**config.mk**
```make
export PLATFORM = sky130hd
export DESIGN_NAME = mem_access
export DESIGN_NICKNAME = d
export VERILOG_FILES = /design/src/rtl/mem_access_pkg.sv /design/src/rtl/load_align.sv /design/src/rtl/mem_access.sv
export SDC_FILE = /design/constraint.sdc
export NUM_CORES = 1
export LEC_CHECK = 0
export BUFFER_PORTS_ARGS = -buffer_cell sky130_fd_sc_hd__clkbuf_2
export CAP_MARGIN = 30
export CORE_MARGIN = 4
export CORE_UTILIZATION = 30
export CTS_CLUSTER_DIAMETER = 80
export DETAILED_ROUTE_END_ITERATION = 8
export GPL_TIMING_DRIVEN = 0
export PLACE_DENSITY = 0.62
export SYNTH_ARGS = -nofsm -noshare
export SYNTH_HDL_FRONTEND = slang
export SYNTH_SLANG_ARGS = --single-unit
```
**constraint.sdc**
```tcl
create_clock -name clk -period 3 [get_ports clk]
set_input_delay 0.6 -clock clk [delete_from_list [all_inputs] [get_ports clk]]
set_output_delay 0.6 -clock clk [all_outputs]
set_load 0.02 [all_outputs]
```
**src/rtl/mem_access_pkg.sv**
```systemverilog
// rtl/mem_access_pkg.sv - shared SPARC opcode constants, stage states and memory-op decode
package mem_access_pkg;

    typedef enum logic [1:0] {
        ST_IDLE = 2'd0,
        ST_REQ  = 2'd1,
        ST_WAIT = 2'd2
    } mem_state_t;

    typedef enum logic [1:0] {
        SIZE_BYTE = 2'd0,
        SIZE_HALF = 2'd1,
        SIZE_WORD = 2'd2
    } mem_size_t;

    localparam logic [1:0] OP_FMT2 = 2'b00;
    localparam logic [1:0] OP_CALL = 2'b01;
    localparam logic [1:0] OP_ALU  = 2'b10;
    localparam logic [1:0] OP_MEM  = 2'b11;

    localparam logic [2:0] OP2_SETHI = 3'b100;

    localparam logic [5:0] OP3_LD   = 6'b000000;
    localparam logic [5:0] OP3_LDUB = 6'b000001;
    localparam logic [5:0] OP3_LDUH = 6'b000010;
    localparam logic [5:0] OP3_LDSB = 6'b001001;
    localparam logic [5:0] OP3_LDSH = 6'b001010;
    localparam logic [5:0] OP3_ST   = 6'b000100;
    localparam logic [5:0] OP3_STB  = 6'b000101;
    localparam logic [5:0] OP3_STH  = 6'b000110;

    typedef struct packed {
        logic      is_mem;
        logic      we;
        logic      sign_ext;
        mem_size_t size;
    } mem_decode_t;

    function automatic mem_decode_t decode_mem(input logic [5:0] op3);
        mem_decode_t d;
        d = '0;
        d.size = SIZE_WORD;
        case (op3)
            OP3_LD:   d.is_mem = 1'b1;
            OP3_LDUB: begin d.is_mem = 1'b1; d.size = SIZE_BYTE; end
            OP3_LDUH: begin d.is_mem = 1'b1; d.size = SIZE_HALF; end
            OP3_LDSB: begin d.is_mem = 1'b1; d.size = SIZE_BYTE; d.sign_ext = 1'b1; end
            OP3_LDSH: begin d.is_mem = 1'b1; d.size = SIZE_HALF; d.sign_ext = 1'b1; end
            OP3_ST:   begin d.is_mem = 1'b1; d.we = 1'b1; end
            OP3_STB:  begin d.is_mem = 1'b1; d.we = 1'b1; d.size = SIZE_BYTE; end
            OP3_STH:  begin d.is_mem = 1'b1; d.we = 1'b1; d.size = SIZE_HALF; end
            default:  d.is_mem = 1'b0;
        endcase
        return d;
    endfunction

    function automatic logic is_aligned(input mem_size_t size, input logic [1:0] offset);
        case (size)
            SIZE_BYTE: return 1'b1;
            SIZE_HALF: return (offset[0] == 1'b0);
            default:   return (offset == 2'b00);
        endcase
    endfunction

endpackage

```
**src/rtl/load_align.sv**
```systemverilog
// rtl/load_align.sv - big-endian lane select with zero/sign extension for load data
module load_align
    import mem_access_pkg::*;
#(
    parameter int DATA_WIDTH = 32
) (
    input  logic [DATA_WIDTH-1:0] rdata,
    input  logic [1:0]            offset,
    input  mem_size_t             size,
    input  logic                  sign_ext,
    output logic [DATA_WIDTH-1:0] result
);

    logic [7:0]  byte_lane;
    logic [15:0] half_lane;

    // Offset 0 is the most significant lane of the returned word.
    always_comb begin
        byte_lane = 8'(rdata >> (DATA_WIDTH - 8 - 8 * offset));
        half_lane = 16'(rdata >> (DATA_WIDTH - 16 - 8 * offset));
        case (size)
            SIZE_BYTE: result = {{(DATA_WIDTH-8){sign_ext & byte_lane[7]}}, byte_lane};
            SIZE_HALF: result = {{(DATA_WIDTH-16){sign_ext & half_lane[15]}}, half_lane};
            default:   result = rdata;
        endcase
    end

endmodule

```
**src/rtl/mem_access.sv**
```systemverilog
// rtl/mem_access.sv - SPARC memory-access stage: data-bus request FSM and register writeback
module mem_access
    import mem_access_pkg::*;
#(
    parameter int ADDR_WIDTH = 32,
    parameter int DATA_WIDTH = 32
) (
    input  logic                  clk,
    input  logic                  reset,
    input  logic                  MEM_valid_in,
    input  logic [DATA_WIDTH-1:0] MEM_alures_in,
    input  logic [DATA_WIDTH-1:0] MEM_storedata_in,
    input  logic [4:0]            MEM_regD_in,
    input  logic [1:0]            MEM_op_in,
    input  logic [2:0]            MEM_op2_in,
    input  logic [5:0]            MEM_op3_in,
    output logic                  mem_ready,
    output logic                  dbus_req_valid,
    output logic [ADDR_WIDTH-1:0] dbus_req_addr,
    output logic                  dbus_req_we,
    output logic [1:0]            dbus_req_size,
    output logic [DATA_WIDTH-1:0] dbus_req_wdata,
    input  logic                  dbus_req_ready,
    input  logic                  dbus_resp_valid,
    input  logic [DATA_WIDTH-1:0] dbus_resp_data,
    output logic                  MEM_wb_valid,
    output logic [4:0]            MEM_wb_regD,
    output logic [DATA_WIDTH-1:0] MEM_wb_data,
    output logic                  MEM_misalign_out
);

    mem_state_t            state_q, state_d;
    logic [ADDR_WIDTH-1:0] addr_q, addr_d;
    mem_size_t             size_q, size_d;
    logic                  we_q, we_d;
    logic                  sign_q, sign_d;
    logic [DATA_WIDTH-1:0] wdata_q, wdata_d;
    logic [4:0]            regd_q, regd_d;
    logic                  wb_valid_q, wb_valid_d;
    logic [4:0]            wb_regd_q, wb_regd_d;
    logic [DATA_WIDTH-1:0] wb_data_q, wb_data_d;
    logic                  misalign_q, misalign_d;

    mem_decode_t           dec;
    logic                  wb_op;
    logic [DATA_WIDTH-1:0] load_data;

    load_align #(.DATA_WIDTH(DATA_WIDTH)) u_load_align (
        .rdata    (dbus_resp_data),
        .offset   (addr_q[1:0]),
        .size     (size_q),
        .sign_ext (sign_q),
        .result   (load_data)
    );

    always_comb begin
        dec   = decode_mem(MEM_op3_in);
        wb_op = (MEM_op_in == OP_ALU) || (MEM_op_in == OP_CALL) ||
                (MEM_op_in == OP_FMT2 && MEM_op2_in == OP2_SETHI);

        state_d    = state_q;
        addr_d     = addr_q;
        size_d     = size_q;
        we_d       = we_q;
        sign_d     = sign_q;
        wdata_d    = wdata_q;
        regd_d     = regd_q;
        wb_valid_d = 1'b0;
        wb_regd_d  = wb_regd_q;
        wb_data_d  = wb_data_q;
        misalign_d = 1'b0;

        case (state_q)
            ST_IDLE: begin
                if (MEM_valid_in) begin
                    if (MEM_op_in == OP_MEM) begin
                        if (dec.is_mem && is_aligned(dec.size, MEM_alures_in[1:0])) begin
                            state_d = ST_REQ;
                            addr_d  = ADDR_WIDTH'(MEM_alures_in);
                            size_d  = dec.size;
                            we_d    = dec.we;
                            sign_d  = dec.sign_ext;
                            regd_d  = MEM_regD_in;
                            // Narrow stores drive every lane so the bus can pick by byte enable.
                            case (dec.size)
                                SIZE_BYTE: wdata_d = {(DATA_WIDTH/8){MEM_storedata_in[7:0]}};
                                SIZE_HALF: wdata_d = {(DATA_WIDTH/16){MEM_storedata_in[15:0]}};
                                default:   wdata_d = MEM_storedata_in;
                            endcase
                            if (!dec.we) begin
                                wdata_d = '0;
                            end
                        end else if (dec.is_mem) begin
                            misalign_d = 1'b1;
                        end
                    end else if (wb_op) begin
                        wb_valid_d = (MEM_regD_in != 5'd0);
                        wb_regd_d  = MEM_regD_in;
                        wb_data_d  = MEM_alures_in;
                    end
                end
            end
            ST_REQ: begin
                if (dbus_req_ready) begin
                    state_d = ST_WAIT;
                end
            end
            ST_WAIT: begin
                if (dbus_resp_valid) begin
                    state_d = ST_IDLE;
                    if (!we_q) begin
                        wb_valid_d = (regd_q != 5'd0);
                        wb_regd_d  = regd_q;
                        wb_data_d  = load_data;
                    end
                end
            end
            default: state_d = ST_IDLE;
        endcase
    end

    always_ff @(posedge clk) begin
        if (!reset) begin
            state_q    <= ST_IDLE;
            addr_q     <= '0;
            size_q     <= SIZE_BYTE;
            we_q       <= 1'b0;
            sign_q     <= 1'b0;
            wdata_q    <= '0;
            regd_q     <= '0;
            wb_valid_q <= 1'b0;
            wb_regd_q  <= '0;
            wb_data_q  <= '0;
            misalign_q <= 1'b0;
        end else begin
            state_q    <= state_d;
            addr_q     <= addr_d;
            size_q     <= size_d;
            we_q       <= we_d;
            sign_q     <= sign_d;
            wdata_q    <= wdata_d;
            regd_q     <= regd_d;
            wb_valid_q <= wb_valid_d;
            wb_regd_q  <= wb_regd_d;
            wb_data_q  <= wb_data_d;
            misalign_q <= misalign_d;
        end
    end

    assign mem_ready        = (state_q == ST_IDLE);
    assign dbus_req_valid   = (state_q == ST_REQ);
    assign dbus_req_addr    = addr_q;
    assign dbus_req_we      = we_q;
    assign dbus_req_size    = size_q;
    assign dbus_req_wdata   = wdata_q;
    assign MEM_wb_valid     = wb_valid_q;
    assign MEM_wb_regD      = wb_regd_q;
    assign MEM_wb_data      = wb_data_q;
    assign MEM_misalign_out = misalign_q;

endmodule
```
; Yosys cells after proc, flatten, opt, wreduce, memory -nomap -nowiden
; Cells that the tools add are included.
[word_totals]
regBits = 114
inputBits = 117
out_inout_bits = 108
word_cells = 103
[op_classes]
addsub = 2
n_eq_ne = 23
n_shift = 2
muxes = 36
n_bitwise = 7
n_reduce_logical = 22
[ops]
columns = op, count
row1 = 32-bit two-way mux, 6
row2 = 32-bit case mux with 2 select lines, 3
row3 = 32-bit by 32-bit >> shifter with 16-bit output, 1
row4 = 32-bit by 32-bit >> shifter with 8-bit output, 1
row5 = 5-bit two-way mux, 5
row6 = 6-bit by 3-bit equality test with 1-bit output (second input constant), 3
row7 = 6-bit by 4-bit equality test with 1-bit output (second input constant), 2
row8 = 1-bit two-way mux, 12
row9 = 5-bit by 5-bit subtractor with 6-bit output (first input constant), 2
row10 = 2-bit logical NOT, 5
row11 = 2-bit two-way mux, 5
row12 = 5-bit case mux with 2 select lines, 1
row13 = 5-bit nonzero test, 2
row14 = 3-bit OR reduction, 3
row15 = 2-bit by 1-bit equality test with 1-bit output (second input constant), 4
row16 = 2-bit by 1-bit != test with 1-bit output (second input constant), 4
row17 = 2-bit != test (second input constant), 4
row18 = 8-bit OR reduction, 1
row19 = 2-bit equality test (second input constant), 3
row20 = 6-bit by 1-bit equality test with 1-bit output (second input constant), 1
row21 = 6-bit by 2-bit equality test with 1-bit output (second input constant), 1
row22 = 6-bit logical NOT, 1
row23 = 2-bit case mux with 3 select lines, 1
row24 = 6-bit AND reduction, 1
row25 = 12 further kinds, 20

; Logic depth before layout (Yosys ltp)
; Gate-level depths: netlist (run 1).
[logic_depth]
depth_word = 13
mapped_depth = 9
mapped_depth_nobuf = 7

; Modules after synthesis
; From an unflattened synthesis (run 1), not the netlist that was laid out.
[unflattened]
cells_unflattened = 740
hier_area_um2 = 6538.8
[modules_own_cells]
columns = mod, instances, cells_each, area_each_um2, seq_area_each_um2
row1 = mem_access, 1, 595, 5544.1, 2282.2
row2 = load_align, 1, 145, 994.7, 0.0

; Worst setup path before layout (run 1)
; OpenSTA, ideal clock, no wires.
[synth_timing]
kind = in2reg
startpoint = in MEM_op_in[0]
endpoint = reg wb_data_q[18], in the netlist MEM_wb_data[18]
setup_time_ns = 0.129
t_arrival_ns = 2.144
required_time_ns = 2.871
setup_slack_ns = 0.727
stages = 8
n_path_buf = 2
path_cell_list = ha_1 or3b_1 a21o_1 or3_1 buf_6 buf_12 o221ai_2 a21oi_1
[synth_between]
elab_chain_len = 5
word_cells_on_any_way = 10
classes_between = eq/ne (5) / reduce/logical (5)
[synth_rtl]
columns = element, line
row1 = start: declaration, mem_access.sv:14  ; input logic [1:0] MEM_op_in,
row2 = 2-bit equality test (tied with other cells), mem_access.sv:58  ; wb_op = (MEM_op_in == OP_ALU) || (MEM_op_in == OP_CALL) ||
row3 = 1-bit logical OR or 1-bit logical AND (tied branches), "mem_access.sv:58, mem_access.sv:59"
row4 = 1-bit logical OR, mem_access.sv:58
row5 = 2-bit by 1-bit != test with 1-bit output (no source line), --
row6 = 6-bit AND reduction (no source line) (*), --
row7 = end signal: assignment, mem_access.sv:145  ; wb_data_q <= wb_data_d;
row8 = end: declaration, mem_access.sv:41  ; logic [DATA_WIDTH-1:0] wb_data_q, wb_data_d;
; Mark *: on every way between the ends. The rest lies on a longest branch, timed or not.
; A chain may end at the register's enable or synchronous reset.

; Worst setup path in the final report (run 1)
[layout_timing]
startpoint = reg addr_q[0], in the netlist dbus_req_addr[0]
endpoint = reg wb_data_q[9], in the netlist MEM_wb_data[9]
[layout_between]
elab_chain_len = 7
word_cells_on_any_way = 9
classes_between = add/sub (2) / shift (2) / mux (4) / bitwise (1)
[layout_rtl]
columns = element, line
row1 = start: declaration, mem_access.sv:33  ; logic [ADDR_WIDTH-1:0] addr_q, addr_d;
row2 = start signal: assignment, mem_access.sv:137  ; addr_q <= addr_d;
row3 = 5-bit by 5-bit subtractor with 6-bit output, load_align.sv:19  ; byte_lane = 8'(rdata >> (DATA_WIDTH - 8 - 8 * offset));
row4 = 32-bit by 32-bit >> shifter with 8-bit output, load_align.sv:19
row5 = 1-bit AND, load_align.sv:22  ; SIZE_BYTE: result = {{(DATA_WIDTH-8){sign_ext & byte_lane[7]}}, byte_lane};
row6 = 32-bit case mux with 2 select lines (*), load_align.sv:21  ; case (size)
row7 = 32-bit two-way mux (*), mem_access.sv:111  ; if (!we_q) begin
row8 = 32-bit two-way mux (*), mem_access.sv:109  ; if (dbus_resp_valid) begin
row9 = 32-bit case mux with 2 select lines (*), mem_access.sv:73  ; case (state_q)
; Mark *: on every way between the ends. The rest lies on a longest branch, timed or not. The select of a mux whose other input is x is not followed.

==> impl_metrics.toml, run 1 <==
[worst_hold_path]
min-delay-start = "MEM_alures_in[5]"
hold_class = "primary input to flop"
hold_end = "dbus_req_addr[5]"
hold_depth = 3

[power_and_ir_drop]
leakagePower_nw = 3.24
total_power_mw = 4.21
internal_power_mw = 3.13
power_frac_seq_pct = 37.5
pwr-share-clk_pct = 51.5
ir_drop_v = 0.000341
powerDensity_nw_per_um2 = 541
comb_power_share_pct = 11.0
switching_share_pct = 25.6
p_switching_mw = 1.08

[clocking]
clock_path_buffers = 2
numCtsBuffers = 17
htreeDepth = 4
cts_tree = "yes"
holdBufCountCts = 0
clk_pin_slew_worst_paths_ns = 0.06
post_cts_buffers = 0
clock-sinks = 114
insertion_delay_ns = 0.42
root_buffer = "clkbuf_16"
cts-resized-gates = 0

[outcome]
status = "completed"

[yosys]
synth_nets = 835
synthArstFlopShare_pct = 0
ys_seq_area_share_pct = 39.6
synth_cells = 715
synth_seq_cells = 114
synth_edf_count = 0
synthFlopType = "dfxtp_1"
avgSynthCellArea_um2 = 8.05
synth_area_um2 = 5760
ys.warnings.count = 0
ys_types = 54

[worst_setup_path]
critPathTopFamily = "buffers and inverters"
critical_path_arrival_ns = 3.00
reg2reg_from = "dbus_req_addr[0]"
reg2reg_slack_ns = 0.27
r2r-end = "MEM_wb_data[9]"
crit_type = "flop to flop"
crit_buf_inv = 3
crit_top_cell = "buf_2"
critPathMaxStageDelay_ns = 0.63
crit_required_ns = 3.27
critPathSlowestCell = "a2111oi_0"
cp-end-kind = "flop"
critical_path.cell_chain = "ha_1, buf_2, buf_2, buf_1, nor2_1, nand2_1, a21oi_1, a2111oi_0, o31ai_1"
path_max_fanout = 10
start_kind = "flop"
r2r_cells = 9

[global_route]
antenna_found_initial = 4
grt_pass1_vias = 6279
grt.overflow.total = 0
grt_pass1_wl_um = 36100
grt_max_degree = 17
grt_usage_pct = 21.5

[floorplanning]
rows = 50
dieArea_um2 = 21500
pin_count = 225
die_w_um = 147
dieHeight_um = 147
core_um2 = 18800
start_util_pct = 30.7

[finish]
drive_above_1_share_pct = 31.5
fin_nets = 1076
fillers = 1966
area_delta_synth_final_pct = 35.3
instances_no_fill = 1204

[sta]
setup_slack_ns = 0.268
relSlewSlack_pct = 45.5
fmax_mhz = 366
fin_setup_tns_ns = 0
fin_skew_ns = 0.0112
setup_viol = 0
fin_crit_ns = 2.73
worstMarginPinSlew_ns = 0.797
rsz0062_at_grt = "no"
slew_violations = 0
hold_viol = 0
fin_crit_sh_pct = 91.1

[route]
drtPass1Iterations = 5
via_count = 6480
wl_per_cell_um = 19.8
avgViaCountPerCell = 5.38
wirelength_um = 23900
drt_iter0_markers = 460
ant_nets = 0
drc_errors = 0

[place]
portBuffers = 222
dp.cells = 1171
place_ws_ns = 0.325
gp_congestion = 0.920
dp_hpwl_um = 18600

[run]
drv_cap = 0
-- power by group through the flow --
| stage | Clock, mW | Sequential [mW] | Combinational, mW |
|---|---|---|---|
| after floorplan | 0 | 1.66 | 0.186 |
| after global placement | 0 | 1.61 | 0.462 |
| after detailed placement | 0 | 1.61 | 0.462 |
| after CTS | 2.22 | 1.58 | 0.464 |
| after global routing | 2.28 | 1.58 | 0.501 |
| final | 2.17 | 1.58 | 0.464 |
-- cells in the final DEF, fill, tap and decap left out, types with 5 or more instances in the layout --
master / Yosys / layout
a221oi_1: 6 / 6
nor2_1: 37 / 37
mux2i_1: 32 / 32
dfxtp_1: 114 / 114
a22oi_1: 6 / 6
buf_2: 21 / 21
a21oi_1: 86 / 86
nand2_1: 118 / 118
nor3_1: 11 / 11
o221ai_1: 12 / 12
clkbuf_16: 0 / 17
a311oi_1: 5 / 5
clkbuf_1: 33 / 34
o22ai_1: 5 / 5
o31ai_1: 26 / 26
buf_1: 8 / 8
nand3_1: 69 / 69
mux2_2: 7 / 7
o21ai_0: 33 / 33
o221ai_2: 10 / 10
o211ai_1: 7 / 7
clkbuf_2: 0 / 222
-- sequential cells by signal, indices dropped and copies added (netlist names) --
signal            cells
dbus_req_wdata       32
dbus_req_we           1
MEM_misalign_out      1
regd_q                5
sign_q                1
MEM_wb_regD           5
MEM_wb_data          32
MEM_wb_valid          1
dbus_req_size         2
dbus_req_addr        32
state_q               2
-- synth_stat cells, types with 3 or more instances --
cell / instances / area share (%)
o31ai_1: 26 / 3.4
a221oi_1: 6 / 0.91
o211ai_1: 7 / 0.91
o21ai_0: 33 / 2.9
o221ai_2: 10 / 2.6
nand3_1: 69 / 6.0
o21ai_1: 4 / 0.35
mux2i_1: 32 / 5.6
nor2_1: 37 / 2.4
a311oi_1: 5 / 0.76
a211oi_1: 4 / 0.52
o221ai_1: 12 / 1.8
dfxtp_1: 114 / 40
or3_1: 3 / 0.33
nor3_1: 11 / 0.96
buf_2: 21 / 1.8
a211o_1: 3 / 0.46
a22oi_1: 6 / 0.78
nand2b_1: 4 / 0.43
ha_1: 3 / 0.65
buf_1: 8 / 0.52
o22ai_1: 5 / 0.54
clkbuf_1: 33 / 2.2
nand2_1: 118 / 7.7
or3b_2: 4 / 0.61
mux2_2: 7 / 1.4
inv_1: 4 / 0.26
nor2b_1: 4 / 0.43
a21oi_1: 86 / 7.5
-- cell families after synthesis --
| family | share of synthesized area, % |
|---|---|
| AO/OA/AOI/OAI | 25.4 |
| adder cells (fa/ha/maj) | 0.652 |
| buffers and inverters | 5.56 |
| flip-flops | 39.6 |
| multiplexers | 7.72 |
| AND/OR/NAND/NOR | 21.1 |
-- metrics by stage --
stage / hold slack (ns) / utilization (%) / area [um2]
5_1_grt: 0.425 / 41.5 / 7790
3_3_place_gp: 0.443 / 38.2 / 7160
6_report: 0.430 / 41.5 / 7790
4_1_cts: 0.413 / 41.5 / 7790
3_5_place_dp: 0.448 / 38.2 / 7160
2_1_floorplan: 0.444 / - / 5760
-- final cells by class --
type | count | area [um2] | area share [%]
diodes | 1 | 2.50 | 0.0321
plain buffers | 66 | 305 | 3.92
clock buffers | 19 | 443 | 5.69
clock inverters | 13 | 183 | 2.35
inverters | 4 | 15.0 | 0.193
multi-input cells | 531 | 3150 | 40.5
flip-flops and latches | 114 | 2280 | 29.3
well taps | 234 | 293 | 3.76
repair buffers | 222 | 1110 | 14.3
-- how the worst max path moves through the flow --
stage,startpoint,to,cells after the start
after floorplan,MEM_op_in[0],MEM_wb_data[18],8
after global placement,dbus_req_addr[0],MEM_wb_data[9],9
after detailed placement,dbus_req_addr[0],MEM_wb_data[9],9
after CTS,dbus_req_addr[0],MEM_wb_data[9],9
after global routing,dbus_req_addr[0],MEM_wb_data[9],9
final,dbus_req_addr[0],MEM_wb_data[9],9
-- tightest hold or removal path: stages --
cell and delay (ns):
clkbuf_2 0.09, nand2_1 0.05, a21oi_1 0.05
-- per-layer routing --
metal	GRT usage [%]	up-vias	share of wire, %
met5	0	-	0.20
met4	5.36	6	1.5
met3	8.94	32	11
met2	35.0	303	46
met1	26.4	3041	41
li1	-	3098	-
No activity file was read; power rests on OpenSTA's default activity.
==> run 2, diff against run 1 <==
--- a/config.mk
+++ b/config.mk
@@ -7,9 +7,11 @@
 export LEC_CHECK = 0
 export BUFFER_PORTS_ARGS = -buffer_cell sky130_fd_sc_hd__clkbuf_2
 export CAP_MARGIN = 30
+export CORE_ASPECT_RATIO = 0.5
 export CORE_MARGIN = 4
 export CORE_UTILIZATION = 30
 export CTS_CLUSTER_DIAMETER = 80
+export CTS_CLUSTER_SIZE = 20
 export DETAILED_ROUTE_END_ITERATION = 8
 export GPL_TIMING_DRIVEN = 0
 export PLACE_DENSITY = 0.62
==> constraint.sdc (replaced) <==
create_clock -name clk -period 3 [get_ports clk]
set_input_delay 0.6 -clock clk [delete_from_list [all_inputs] [get_ports clk]]
set_output_delay 0.6 -clock clk [all_outputs]
set_load 0.005 [all_outputs]
==> impl_metrics.toml, run 2 (synthesis gave the netlist of run 1 again) <==
[outcome]
status = "completed"

[global_route]
grt_max_degree = 17
grt.overflow.total = 0
grt_pass1_vias = 6012
grt_pass1_wl_um = 35500
grt_usage_pct = 21.1
antenna_found_initial = 1

[sta]
slew_violations = 0
fin_hold_ws_ns = 0.420
setup_viol = 0
relSlewSlack_pct = 47.4
setup_slack_ns = 0.296
hold_viol = 0
fin_crit_ns = 2.70
worstMarginPinSlew_ns = 0.768
fin_crit_sh_pct = 90.1
fin_skew_ns = 0.0153
rsz0062_at_grt = "no"
fmax_mhz = 370
fin_setup_tns_ns = 0

[route]
ant_nets = 0
avgViaCountPerCell = 5.31
drt_iter0_markers = 677
wirelength_um = 24000
drc_errors = 0
drtPass1Iterations = 5
via_count = 6527
wl_per_cell_um = 19.6

[place]
gp_congestion = 0.918
place_ws_ns = 0.362
dp_hpwl_um = 18700
dp.cells = 1196
portBuffers = 222
dpl_cell_area_um2 = 7190

[worst_setup_path]
path_max_fanout = 10
crit_type = "flop to flop"
start_kind = "flop"
reg2reg_slack_ns = 0.30
cp-end-kind = "flop"
crit_required_ns = 3.28
r2r_cells = 9
reg2reg_from = "dbus_req_addr[0]"
critical_path_arrival_ns = 2.99
r2r-end = "MEM_wb_data[9]"

[clocking]
htreeDepth = 4
insertion_delay_ns = 0.42
holdBufCountCts = 0
clock_path_buffers = 2
clk_pin_slew_worst_paths_ns = 0.06
cts-resized-gates = 0
root_buffer = "clkbuf_16"
post_cts_buffers = 0
numCtsBuffers = 17
cts_tree = "yes"
clock-sinks = 114

[finish]
fin_area_um2 = 7730
final_cell_mix = "222 x clkbuf_2, 118 x nand2_1, 114 x dfxtp_1"
area_delta_synth_final_pct = 34.2
final_util_pct = 41.5
drive_above_1_share_pct = 31.4
instances_no_fill = 1229
fillers = 1939
seq_area_um2 = 2280
multi_input_area_um2 = 3150
fin_nets = 1076
final_common_cell = "clkbuf_2"

[power_and_ir_drop]
pwr-share-clk_pct = 48.1
leakagePower_nw = 3.19
internal_power_mw = 2.80
ir_drop_v = 0.000368
powerDensity_nw_per_um2 = 500
power_frac_seq_pct = 40.8
p_switching_mw = 1.06
total_power_mw = 3.86
switching_share_pct = 27.5
comb_power_share_pct = 11.0

[run]
drv_cap = 0

[worst_hold_path]
hold_end = "dbus_req_addr[2]"
hold_class = "primary input to flop"
hold_depth = 3
min-delay-start = "MEM_alures_in[2]"

[floorplanning]
die_w_um = 204
rows = 35
start_util_pct = 30.9
dieHeight_um = 106
core_um2 = 18600
dieArea_um2 = 21600
pin_count = 225
[run 2: cell types whose count changed in the layout (fill, tap and decap cells not counted), sizes merged]
cell	delta
bufinv	-4
clkbuf	+1
clkinv	+1
clkinvlp	+2
[run 2: layout make-up]
type                            instances  area share [%]
Antenna cell                            1          0.0324
Multi-Input combinational cell        531            40.8
Sequential cell                       114            29.5
Inverter                                4           0.194
Timing Repair Buffer                  222            14.4
Tap cell                              259            4.19
Buffer                                 66            3.95
Clock buffer                           20            5.78
Clock inverter                         12            1.12
[run 2: critical path, stage by stage (launching register included)]
cell       delay [ns]
dfxtp_1          0.38
ha_1             0.30
buf_2            0.22
buf_2            0.29
buf_1            0.41
nor2_1           0.08
nand2_1          0.08
a21oi_1          0.06
a2111oi_0        0.61
o31ai_1          0.14
[run 2: power by group through the flow]
stage / Clock [mW] / Combinational [mW] / Sequential [mW]
2_1_floorplan: 0 / 0.186 / 1.61
3_3_place_gp: 0 / 0.414 / 1.61
5_1_grt: 1.94 / 0.458 / 1.58
3_5_place_dp: 0 / 0.418 / 1.61
6_report: 1.86 / 0.426 / 1.58
4_1_cts: 1.87 / 0.420 / 1.58
[run 2: worst max path at each step]
stage / from / to / slack, ns / cells after the start
2_1_floorplan: MEM_op_in[0] / MEM_wb_data[18] / 0.73 / 8
3_3_place_gp: dbus_req_addr[0] / MEM_wb_data[9] / 0.37 / 9
3_5_place_dp: dbus_req_addr[0] / MEM_wb_data[9] / 0.36 / 9
4_1_cts: dbus_req_addr[0] / MEM_wb_data[9] / 0.36 / 9
5_1_grt: dbus_req_addr[0] / MEM_wb_data[9] / 0.17 / 9
6_report: dbus_req_addr[0] / MEM_wb_data[9] / 0.30 / 9
[run 2: metal layers]
metal	global-route usage (%)	wire, um
met5	0	0
met4	5.15	336
met3	5.06	1680
met2	34.0	11200
met1	28.6	10800
